$ cat src/rtl/uart_tx_arbiter.sv
// Round-robin arbiter that hands one byte per grant from N_REQ sources
// to a single uart_tx, with start timeout and post-timeout guard.
module uart_tx_arbiter #(
  parameter int N_REQ       = 4,
  parameter int ID_W        = 2,
  parameter int ACK_TIMEOUT = 16,
  parameter int GUARD_CYC   = 4
) (
  input  logic               sys_clk_100M_i,
  input  logic               rst_i,
  input  logic [N_REQ-1:0]   req_valid_i,
  input  logic [8*N_REQ-1:0] req_data_i,
  output logic [N_REQ-1:0]   req_ready_o,
  output logic               tx_ready_o,
  output logic [7:0]         tx_data_o,
  input  logic               tx_done_i,
  output logic               busy_o,
  output logic [ID_W-1:0]    grant_id_o,
  output logic               err_timeout_o
);

  localparam int CNT_MAX =
    (ACK_TIMEOUT > GUARD_CYC) ? ACK_TIMEOUT : GUARD_CYC;
  localparam int CNT_W = $clog2(CNT_MAX);

  typedef enum logic [1:0] {
    IDLE,
    START,
    WAIT_DONE,
    GUARD
  } state_e;

  state_e           state_q, state_d;
  logic [CNT_W-1:0] cnt_q, cnt_d;
  logic [ID_W-1:0]  rr_q, rr_d;
  logic [ID_W-1:0]  gid_q, gid_d;
  logic [7:0]       data_q, data_d;
  logic             err_q, err_d;

  logic             hi_found, lo_found;
  logic [ID_W-1:0]  hi_win, lo_win, win;
  logic [7:0]       win_data;
  logic             grant;

  // Prefer the first valid above the pointer, else wrap to the lowest.
  always_comb begin
    hi_found = 1'b0;
    lo_found = 1'b0;
    hi_win   = '0;
    lo_win   = '0;
    for (int i = 0; i < N_REQ; i++) begin
      if (req_valid_i[i] && !lo_found) begin
        lo_found = 1'b1;
        lo_win   = ID_W'(i);
      end
      if (req_valid_i[i] && !hi_found &&
          (ID_W'(i) > rr_q)) begin
        hi_found = 1'b1;
        hi_win   = ID_W'(i);
      end
    end
  end

  assign win   = hi_found ? hi_win : lo_win;
  assign grant = (state_q == IDLE) && tx_done_i && lo_found;

  always_comb begin
    win_data    = '0;
    req_ready_o = '0;
    for (int i = 0; i < N_REQ; i++) begin
      if (win == ID_W'(i)) begin
        win_data       = req_data_i[8*i +: 8];
        req_ready_o[i] = grant;
      end
    end
  end

  always_comb begin
    state_d = state_q;
    cnt_d   = cnt_q;
    rr_d    = rr_q;
    gid_d   = gid_q;
    data_d  = data_q;
    err_d   = 1'b0;
    unique case (state_q)
      IDLE: begin
        if (grant) begin
          data_d  = win_data;
          gid_d   = win;
          rr_d    = win;
          cnt_d   = '0;
          state_d = START;
        end
      end
      START: begin
        if (!tx_done_i) begin
          state_d = WAIT_DONE;
        end else if (cnt_q == CNT_W'(ACK_TIMEOUT-1)) begin
          err_d   = 1'b1;
          cnt_d   = '0;
          state_d = GUARD;
        end else begin
          cnt_d = cnt_q + 1'b1;
        end
      end
      WAIT_DONE: begin
        if (tx_done_i) state_d = IDLE;
      end
      GUARD: begin
        if (cnt_q == CNT_W'(GUARD_CYC-1)) begin
          state_d = IDLE;
        end else begin
          cnt_d = cnt_q + 1'b1;
        end
      end
      default: state_d = IDLE;
    endcase
  end

  always_ff @(posedge sys_clk_100M_i) begin
    if (rst_i) begin
      state_q <= IDLE;
      cnt_q   <= '0;
      rr_q    <= ID_W'(N_REQ-1);
      gid_q   <= '0;
      data_q  <= '0;
      err_q   <= 1'b0;
    end else begin
      state_q <= state_d;
      cnt_q   <= cnt_d;
      rr_q    <= rr_d;
      gid_q   <= gid_d;
      data_q  <= data_d;
      err_q   <= err_d;
    end
  end

  assign tx_ready_o    = (state_q == START);
  assign busy_o        = (state_q != IDLE);
  assign tx_data_o     = data_q;
  assign grant_id_o    = gid_q;
  assign err_timeout_o = err_q;

endmodule
$ cat config.mk
export PLATFORM = sky130hd
export DESIGN_NAME = uart_tx_arbiter
export DESIGN_NICKNAME = d
export VERILOG_FILES = /design/src/rtl/uart_tx_arbiter.sv
export SDC_FILE = /design/constraint.sdc
export NUM_CORES = 1
export LEC_CHECK = 0
export ABC_CLOCK_PERIOD_IN_PS = 2600
export CORE_ASPECT_RATIO = 0.9
export CORE_UTILIZATION = 44
export CTS_CLUSTER_SIZE = 24
export DETAILED_ROUTE_END_ITERATION = 10
export GPL_ROUTABILITY_DRIVEN = 0
export GPL_TIMING_DRIVEN = 0
export PLACE_DENSITY_LB_ADDON = 0.08
export SYNTH_ARGS = -nofsm -noshare
export SYNTH_HDL_FRONTEND = slang
export SYNTH_SLANG_ARGS = --single-unit
$ cat constraint.sdc
create_clock -name sys_clk_100M_i -period 2.6 [get_ports sys_clk_100M_i]
set_input_delay 0.39 -clock sys_clk_100M_i [delete_from_list [all_inputs] [get_ports sys_clk_100M_i]]
set_output_delay 0.39 -clock sys_clk_100M_i [all_outputs]
set_load 0.02 [all_outputs]
## Yosys cells after proc, flatten, opt, wreduce, memory -nomap -nowiden

Index checks and enable logic that the tools add are counted.

- Output and inout port bits: 17
- Logic and storage cells: 88
- Input bits: 39
- Flip-flop bits (word level): 19

- Reductions and logical operators: 26
- Bitwise gates (word level): 2
- Eq/ne operators: 14
- Magnitude comparators: 4
- $add $sub $neg: 1
- Mux-type cells: 35

Operator list:

| operator | number |
|---|---|
| 8-bit two-way mux | 4 |
| 2-bit two-way mux | 10 |
| 4-bit two-way mux | 4 |
| 1-bit two-way mux | 15 |
| 1-bit logical AND | 12 |
| 4-bit one-hot mux with 3 select lines | 1 |
| 2-bit == test, second input constant | 4 |
| 2-bit != test, second input constant | 4 |
| 2-bit one-hot mux with 4 select lines | 1 |
| 4-bit AND reduction | 2 |
| 1-bit zero test | 6 |
| 4-bit by 1-bit adder with 4-bit output, second input constant | 1 |
| 2-bit by 1-bit == test with 1-bit output, second input constant | 2 |
| 4-bit by 2-bit == test with 1-bit output, second input constant | 1 |
| 4-bit == test, second input constant | 1 |
| 1-bit by 2-bit > comparator with 1-bit output, first input constant | 2 |
| 2-bit > comparator, first input constant | 2 |
| 2-bit zero test | 2 |
| 3-bit by 2-bit != test with 1-bit output, second input constant | 1 |
| 3-bit nonzero test | 1 |
| 3-bit OR reduction | 1 |
| 2-bit by 1-bit != test with 1-bit output, second input constant | 1 |
| 1-bit inverter | 2 |
| 2-bit AND reduction | 1 |
| 2-bit nonzero test | 1 |

## Logic depth before layout (Yosys ltp)

- Depth in word-level cells: 21
- Mapped depth: 7
- Depth with buffers taken out: 6

## Worst setup path after synthesis

No wires, ideal clock.

- Path type: reg-to-output
- From: register state_q[0]
- To: output req_ready_o[0]
- Stages on the path, launching flop included: 7
- Data required time: 2.210 ns
- Arrival time: 1.703 ns
- Path buffers: 3
- Path slack: 0.507 ns
- Cells stage by stage: dfxtp_1 buf_6 or2_4 or2_1 buf_6 buf_2 nor3_1

- Word-level cells in the longest chain between the ends: 4

Ends and longest elaborated chain:

| what | RTL line | source |
|---|---|---|
| from (decl) | 33 | `state_e state_q, state_d;` |
| from (signal assigned) | 129 | `state_q <= state_d;` |
| 2-bit zero test | 65 | `assign grant = (state_q == IDLE) && tx_done_i && lo_found;` |
| 1-bit logical AND (2 in series) | 65 |  |
| 1-bit two-way mux | 71 | `if (win == ID_W'(i)) begin` |
| to (decl) | 13 | `output logic [N_REQ-1:0] req_ready_o,` |

No other way between the ends.

## Final worst setup path

- From: input req_valid_i[2]
- To: output req_ready_o[2]

- Word-level cells in the longest chain between the ends: 10
- Elaborated cells between the ends (all ways): 20
- Those cells by class: eq/ne: 1; mux: 10; reduce/logical: 9

Ends and longest elaborated chain:

| what | RTL line | source |
|---|---|---|
| from (decl) | 11 | `input logic [N_REQ-1:0] req_valid_i,` |
| 1-bit logical AND (2 in series) | 56 | `if (req_valid_i[i] && !hi_found &&` |
| 1-bit two-way mux | 56 |  |
| 1-bit zero test | 56 |  |
| 1-bit logical AND (2 in series) | 56 |  |
| 2-bit two-way mux or 1-bit two-way mux (tied branches) | 56 |  |
| 2-bit two-way mux | 64 | `assign win = hi_found ? hi_win : lo_win;` |
| 2-bit == test | 71 |  |
| 1-bit two-way mux * | 71 |  |

Every way passes the cells marked *; elsewhere a longest branch is shown, timed or not.

==> metrics.md <==
| Metric | Value |
|---|---|
| Status | `complete, but fails checks` |
| Failing checks | `design-rule violations` |
| CTS buffer count | `3` |
| Initial antenna violation count | `0` |
| I/O pin total | `56` |
| Slew @ Worst Pin | `529 ps` |
| Drt first-iter violations | `74` |
| Final Skew | `3.54 ps` |
| CP required | `2210 ps` |
| ANT cells | `0` |
| Nets@finish | `225` |
| Met1 WL | `1340 um` |
| Worst Path Arrival | `2070 ps` |
| Min Tclk post-route | `2460 ps` |
| Hold Path Depth | `2` |
| Sink Count | `19` |
| Top FF cell, synth | `dfxtp_1` |
| CTS tree | `done` |
| Clock transition at the registers of the reported paths | `110 ps` |
| Total number of vias | `1169` |
| # rows | `17` |
| P_leak | `0.000747 uW` |
| Mapped Area | `1200 um^2` |
| Crit Path Max Fanout | `10` |
| Pin count of the biggest net entering global routing | `12` |
| Hold Slack | `483 ps` |
| Register-to-register setup slack | `800 ps` |
| Synth Instances | `124` |
| First-pass GRT wire length | `4860 um` |
| Hold path startpoint | `grant_id_o[1]$_SDFFE_PP0P_` |
| Most frequent cells in the layout | `clkdlybuf4s50_1, mux2i_1, dfxtp_1` |
| Synth top area share | `31.6%` |
| Setup TNS | `0 ps` |
| Crit. End Element | `output pin` |
| Worst Hold End | `grant_id_o[1]$_SDFFE_PP0P_` |
| Seq/Total Area, Yosys | `31.6%` |
| H-tree depth | `1` |
| Residual DRC count | `6` |
| Syn nets | `164` |
| RSZ-0062 raised after global routing | `no` |
| Mean Syn Cell Area | `9.71 um^2` |
| Skew-Pair Late Insertion Delay | `300 ps` |
| Count of cell types in the netlist | `40` |
| Slew Viols, Final | `0` |
| TritonRoute pass-1 iters | `7` |
| Core Box Area | `2530 um^2` |
| Min-delay worst type | `flop to flop` |
| Clock Tree Root | `clkbuf_4` |
| Commonest non-fill, non-tap cell in the layout | `clkdlybuf4s50_1` |
| Final Power | `810 uW` |
| Vias per cell | `5.51` |
| Layout cells sized above 1 | `13.0%` |
| Die area | `2950 um^2` |
| Initial Util | `47.6%` |
| Detailed placement HPWL | `2390 um` |
| Post-DP Area | `1790 um^2` |
| Final ANT Viol Nets | `0` |
| Fill count | `194` |
| Hold Vio Cnt, Final | `0` |
| Post-route cell area | `1830 um^2` |
| DRT Wirelength | `3040 um` |
| Synth top area cells | `dfxtp_1, mux2i_1, nand3b_1, o221ai_1, nor2_1` |
| PD cells | `442 nW/um^2` |
| Worst slew margin | `64.8%` |
| Met3 WL post-DR | `171 um` |
| Post-synth ARST share | `0%` |
| Final setup vio count | `0` |
| Vias in the first global route | `1135` |
| Post-synth top area cell | `dfxtp_1` |
| R2R cell count | `6` |
| FF/Latch Area | `380 um^2` |
| Worst R2R End | `cnt_q[3]$_SDFFE_PP0P_` |
| Fmax achieved | `407 MHz` |
| Critical Path Start Type | `input pin` |
| Synth warnings | `0` |
| Routed wire length on met2 | `1500 um` |
| Fin util | `72.5%` |
| Max Root-Sink Buffers | `2` |
| Layout area overhead | `52.4%` |
| Maximum vdd drop | `411 uV` |
| Final Cycle Share | `94.6%` |
| Multi-input logic area | `746 um^2` |
| Worst R2R Start | `cnt_q[0]$_SDFFE_PP0P_` |
| Max-cap violations | `0` |
| Top Layer Used | `met4` |
| Crit Path Class | `input pin to output pin` |
| # port buffers | `55` |
| Number of enable flip-flop cells after synthesis | `0` |
| Die Y-Extent | `51.6 um` |
| GRT Resource Usage Total | `21.7%` |
| Post-synthesis register bit count | `19` |
| Total congestion overflow | `0` |
| WL per Instance | `14.3 um` |
| Die W | `57.1 um` |
-- routing by layer --
layer  up-vias  global-route usage, %
met5         -                      0
met3         2                   5.72
met1       541                   24.8
met4         0                   8.94
met2        40                   38.4
li1        586                      -
-- metrics by stage --
stage,setup WS [ps],cells
2_1_floorplan,507,124
3_3_place_gp,-379,207
3_5_place_dp,-441,207
4_1_cts,0.208,213
5_1_grt,39.8,212
6_report,141,212
-- what timing repair did --
| item | CTS | global route |
|---|---|---|
| gates resized for setup | 10 | 3 |
| setup endpoints to repair | 4 | 4 |
| hold buffers | 0 | 0 |
| setup buffers | 2 | 0 |
| pin swaps | 1 | 0 |
-- worst max path at each step --
stage	end	startpoint
finish	req_ready_o[2]	req_valid_i[2]
floorplan	req_ready_o[0]	state_q[0]$_SDFFE_PP0P_
global placement	req_ready_o[2]	req_valid_i[1]
CTS	req_ready_o[0]	req_valid_i[1]
global route	req_ready_o[3]	req_valid_i[2]
detailed placement	req_ready_o[2]	req_valid_i[1]
-- cells by family (layout without fill, tap and decap cells) --
kind of cell	Yosys count	in the layout	share of synthesized area (%)
adders and majority gates	1	1	1.04
muxes	19	19	15.8
xor gates and xnor gates	1	1	0.728
buffers and inverters	11	71	6.44
and+or+nand+nor	45	45	24.1
AOI/OAI and AO/OA	28	28	20.3
DFF	19	19	31.6
-- sequential cells by signal (all words and copies together) (netlist names) --
register,cells
err_timeout_o,1
tx_data_o,8
cnt_q,4
grant_id_o,2
state_q,2
rr_q,2
-- critical path, stage by stage --
cell and delay (ps):
clkdlybuf4s50_1 580, nor2_1 90, a211oi_2 240, buf_6 140, buf_8 140, nand2_1 110
nor2_1 120, clkdlybuf4s15_2 270
-- report_power, final --
group	internal, uW	switching, uW	leakage, uW
clock	57.4	97.8	0.0000177
combinational	172	150	0.000573
sequential	315	17.7	0.000156
-- layout make-up --
cell class	instances	area share, %
Multi-Input combinational cell	94	40.7
Timing Repair Buffer	57	31.2
Sequential cell	19	20.7
Buffer	6	3.14
Tap cell	28	1.91
Clock buffer	3	1.23
Inverter	4	0.819
Clock inverter	1	0.273
-- synth_stat cells, types with 2 or more instances --
master,n
nor3_1,3
nor3b_1,2
dfxtp_1,19
mux2i_1,19
nor2b_1,2
nand3_1,2
a21oi_1,7
o21ai_1,2
buf_6,3
nand3b_1,9
inv_1,4
nand2_1,5
nor2_1,10
nand2_4,2
buf_2,2
o221ai_2,2
o21ai_0,2
o221ai_1,7
Note: power is estimated with default switching activity, not from simulation.
